`src/rtl/hazard_forward_unit.sv`:
```
// Pipeline hazard controller: EX operand-forward selects plus IF/ID stall and flush.
// Define HAZARD_FWD_EN to enable forwarding; otherwise dependent instructions stall until the writer retires.
module hazard_forward_unit #(
  parameter int unsigned REG_W  = 4,
  parameter int unsigned PC_REG = 15
) (
  input  logic             clk,
  input  logic             rst,
  input  logic [REG_W-1:0] rs1D,
  input  logic [REG_W-1:0] rs2D,
  input  logic             use1D,
  input  logic             use2D,
  input  logic [REG_W-1:0] rdD,
  input  logic             regWriteD,
  input  logic             memReadD,
  input  logic             branchTakenE,
  output logic             Fa,
  output logic             Fb,
  output logic             FaSrc,
  output logic             FbSrc,
  output logic             stallF,
  output logic             stallD,
  output logic             flushD,
  output logic             flushE
);

  localparam logic [REG_W-1:0] PC_IDX = REG_W'(PC_REG);

  logic [REG_W-1:0] r_rdE, r_rdM, r_rdW;
  logic             r_wrE, r_wrM, r_wrW;
  logic             w_hitE, w_hazard;
  logic             w_fa, w_fa_src, w_fb, w_fb_src;

  // Destination scoreboard; a flushed E slot becomes a bubble
  always_ff @(posedge clk) begin
    if (!rst) begin
      r_rdE <= '0;
      r_rdM <= '0;
      r_rdW <= '0;
      r_wrE <= 1'b0;
      r_wrM <= 1'b0;
      r_wrW <= 1'b0;
    end else begin
      r_rdE <= rdD;
      r_wrE <= regWriteD && !flushE;
      r_rdM <= r_rdE;
      r_wrM <= r_wrE;
      r_rdW <= r_rdM;
      r_wrW <= r_wrM;
    end
  end

  assign w_hitE = r_wrE && (r_rdE != PC_IDX) &&
                  ((use1D && (rs1D == r_rdE)) || (use2D && (rs2D == r_rdE)));

`ifdef HAZARD_FWD_EN
  logic [REG_W-1:0] r_rs1E, r_rs2E;
  logic             r_use1E, r_use2E, r_ldE, r_ldM;
  logic             w_fwd_m1, w_fwd_w1, w_fwd_m2, w_fwd_w2;

  always_ff @(posedge clk) begin
    if (!rst) begin
      r_rs1E  <= '0;
      r_rs2E  <= '0;
      r_use1E <= 1'b0;
      r_use2E <= 1'b0;
      r_ldE   <= 1'b0;
      r_ldM   <= 1'b0;
    end else begin
      r_rs1E  <= rs1D;
      r_rs2E  <= rs2D;
      r_use1E <= use1D && !flushE;
      r_use2E <= use2D && !flushE;
      r_ldE   <= memReadD && !flushE;
      r_ldM   <= r_ldE;
    end
  end

  // A load in M has no data yet, so only W may supply it
  assign w_fwd_m1 = r_use1E && r_wrM && !r_ldM && (r_rdM == r_rs1E) && (r_rs1E != PC_IDX);
  assign w_fwd_w1 = r_use1E && r_wrW && (r_rdW == r_rs1E) && (r_rs1E != PC_IDX);
  assign w_fwd_m2 = r_use2E && r_wrM && !r_ldM && (r_rdM == r_rs2E) && (r_rs2E != PC_IDX);
  assign w_fwd_w2 = r_use2E && r_wrW && (r_rdW == r_rs2E) && (r_rs2E != PC_IDX);

  assign w_fa     = w_fwd_m1 || w_fwd_w1;
  assign w_fa_src = !w_fwd_m1 && w_fwd_w1;
  assign w_fb     = w_fwd_m2 || w_fwd_w2;
  assign w_fb_src = !w_fwd_m2 && w_fwd_w2;
  assign w_hazard = w_hitE && r_ldE;
`else
  logic w_hitM, w_hitW, w_unused;

  assign w_hitM = r_wrM && (r_rdM != PC_IDX) &&
                  ((use1D && (rs1D == r_rdM)) || (use2D && (rs2D == r_rdM)));
  assign w_hitW = r_wrW && (r_rdW != PC_IDX) &&
                  ((use1D && (rs1D == r_rdW)) || (use2D && (rs2D == r_rdW)));

  assign w_fa     = 1'b0;
  assign w_fa_src = 1'b0;
  assign w_fb     = 1'b0;
  assign w_fb_src = 1'b0;
  assign w_hazard = w_hitE || w_hitM || w_hitW;
  assign w_unused = memReadD;
`endif

  // A taken branch flushes and always overrides a stall
  always_comb begin
    Fa     = w_fa;
    FaSrc  = w_fa_src;
    Fb     = w_fb;
    FbSrc  = w_fb_src;
    stallF = 1'b0;
    stallD = 1'b0;
    flushD = 1'b0;
    flushE = 1'b0;
    if (branchTakenE) begin
      flushD = 1'b1;
      flushE = 1'b1;
    end else if (w_hazard) begin
      stallF = 1'b1;
      stallD = 1'b1;
      flushE = 1'b1;
    end
  end

endmodule

```
`config.mk`:
```
export PLATFORM = sky130hd
export DESIGN_NAME = hazard_forward_unit
export DESIGN_NICKNAME = d
export VERILOG_FILES = /design/src/rtl/hazard_forward_unit.sv
export SDC_FILE = /design/constraint.sdc
export NUM_CORES = 1
export LEC_CHECK = 0
export CAP_MARGIN = 30
export CORE_ASPECT_RATIO = 1.25
export CORE_UTILIZATION = 35
export DETAILED_ROUTE_END_ITERATION = 8
export PLACE_DENSITY = 0.74
export SLEW_MARGIN = 20
export SYNTH_ARGS = -nofsm -noshare
export SYNTH_HDL_FRONTEND = slang
export SYNTH_SLANG_ARGS = --single-unit
```
`constraint.sdc`:
```
create_clock -name clk -period 1.6 [get_ports clk]
set_input_delay 0.32 -clock clk [delete_from_list [all_inputs] [get_ports clk]]
set_output_delay 0.32 -clock clk [all_outputs]
set_load 0.005 [all_outputs]
```
==> results_dict.tcl <==
set metrics [dict create \
    outcome "finished, violations left" \
    violations "setup timing" \
    htree_levels 1 \
    place_inst 144 \
    grt_setup_unrepaired "yes" \
    die_w_um 45.2 \
    finalNetCount 137 \
    period_minus_slack_ns 1.95 \
    syn_area_um2 818 \
    irDropWorstVdd_uv 475 \
    p_leak_nw 0.493 \
    critPathKind "register to output port" \
    dr.pass1.iters 4 \
    fmax_mhz 512 \
    yosysSeqAreaShare 0.367 \
    area_growth_pct 42.5 \
    netlist_top_cells_count "18 x xor2_1, 15 x dfxtp_1, 14 x and2_1" \
    place.gp.congestion 0.956 \
    power.density_mw_per_mm2 653 \
    dp_slack_ns -0.998 \
    fill_cells 220 \
    root_buffer "clkbuf_4" \
    ys.flop_type "dfxtp_1" \
    initialDrtViolationCount 7 \
    globalRouteTotalUtil 0.167 \
    io_buffers 21 \
    skew_ns 0.00298 \
    cp-start-kind "register" \
    initial_core_util 0.370 \
    layout-drive-gt1-share 0.265 \
    tns_ns -1.00 \
    num_vias 692 \
    max_cap_violations 0 \
    post_drt_wl_per_cell_um 12.3 \
    numCtsBuffers 3 \
    synth_top_area_frac 0.367 \
    drc_errors 0 \
    fp-row-count 19 \
    synth_warnings 0 \
    fin_util 0.527 \
    clockBufferDepth 2 \
    net-switching-power_mw 0.190 \
    synthDistinctLibCells 20 \
    period_share 1.22 \
    grt_overflow 0 \
    dp_hpwl_mm 1.44 \
    postSynthCellCount 86 \
    final-setup-viol-count 3 \
    cts_tree "built" \
    layout.cells.non_filler 148 \
    end_kind "output port" \
    finalHoldViolCount 0 \
    synth.area.top_cells "dfxtp_1 37%, xor2_1 19%, and2_1 11%" \
    routed_wl_mm 1.81 \
    pin_count 27 \
    critPathArrivalTime_ns 1.63 \
    finalWorstSetupSlack_ns -0.354 \
    coreArea_mm2 0.00221 \
    chipHeight_um 56.1 \
    grt_pass1_vias 667 \
    cts.sinks 15 \
    ys_ff_latch 15 \
    combPwrFrac 0.199 \
    postRouteAntennaNets 0 \
    crit_path_max_fanout 4 \
    synth.avg_cell_area_um2 9.51 \
    grt_pass1_wl_mm 2.91 \
    avgViaCountPerCell 4.68 \
    cts_hold_buffers 0 \
    synth_top_area_cell "dfxtp_1" \
    clk_pin_slew_ns 0.08 \
    p_sw_frac 0.249 \
    hold_path_class "register to register" \
    hold-worst-slack_ns 0.524 \
    grt_max_degree 15 \
    die-area_mm2 0.00254 \
    required_ns 1.28 \
    seqPwrFrac 0.536 \
    synth_edf_count 0 \
    power.share.clock 0.265 \
    async_flop_share 0 \
    p_int_mw 0.572 \
    synth.most_common_cell "xor2_1" \
    antenna_cells 0 \
    antenna_found_initial 0 \
    maxSlewViolCount 0 \
    clk_latency_ns 0.27 \
]
[power by group through the flow]
stage | Combinational (mW) | Clock [mW] | Sequential [mW]
final | 0.151 | 0.202 | 0.408
after global routing | 0.167 | 0.235 | 0.411
after CTS | 0.147 | 0.211 | 0.408
after detailed placement | 0.149 | 0 | 0.416
after global placement | 0.144 | 0 | 0.415
after floorplan | 0.0713 | 0 | 0.410
[worst paths after layout]
| path | endpoint | startpoint | cells past startpoint | slack (ns) |
|---|---|---|---|---|
| worst min-delay path | r_wrM$_SDFF_PN0_ | r_wrE$_SDFF_PN0_ | 1 | 0.52 |
| worst max-delay path | stallD | r_rdE[1]$_SDFF_PN0_ | 6 | -0.35 |
| worst min register to register | r_wrM$_SDFF_PN0_ | r_wrE$_SDFF_PN0_ | 1 | 0.52 |
| worst max register to register | r_wrE$_SDFF_PN0_ | r_rdE[1]$_SDFF_PN0_ | 5 | 0.23 |
[state kept, by name, indices dropped and copies added (netlist names)]
signal / count
r_rdM: 4
r_wrM: 1
r_wrE: 1
r_rdW: 4
r_wrW: 1
r_rdE: 4
[layout by cell type, fill, tap and decap left out, types with 2 or more instances in the layout]
cell and n:
dfxtp_1 8, dfxtp_2 6, and2_1 14, a21o_1 2, dlygate4sd2_1 9, xnor2_2 2
nand2_1 4, clkbuf_4 3, buf_4 10, xor2_1 18, xnor2_1 4, nand4_1 3
conb_1 4, nand3_1 4, clkdlybuf4s50_1 8, nor3_1 3, buf_2 3
[timing repair]
item                                    4_1_cts  5_1_grt
pin swaps                                     8        2
endpoints found under the hold margin         0        0
gates cloned                                  0        0
setup buffers                                 0        0
endpoints found under the setup margin        4        3
resized for setup                            31        6
[worst max-delay path: stages, from the launching register on]
cell	delay, ns
dfxtp_2	0.36
xor2_1	0.18
nor4_2	0.28
buf_4	0.17
o211ai_4	0.08
a31oi_2	0.15
buf_2	0.14
[cell families after synthesis]
family                    share of synthesized area
and+or+nand+nor                               0.271
AOI/OAI and AO/OA                            0.0413
xor gates and xnor gates                      0.257
other                                       0.00458
DFF                                           0.367
buffers and inverters                        0.0596
[per-layer routing]
layer,wire length (um),global-route usage,vias up
li1,-,-,341
met1,762,0.196,322
met2,927,0.261,22
met3,61,0.0195,7
met4,61,0.134,0
met5,0,0,-
[metrics by stage]
stage / area [um2] / power, mW
floorplan: 836 / 0.481
global placement: 1110 / 0.560
detailed placement: 1110 / 0.565
CTS: 1140 / 0.766
global route: 1170 / 0.812
finish: 1170 / 0.761
[layout make-up]
class	count	area (um2)	area share
multi-input combinational	67	531	0.455
sequential	15	312	0.267
timing repair buffer	31	259	0.222
tap	31	38.8	0.0333
clock buffer	4	26.3	0.0225
Power figures use the tool's default switching activity.
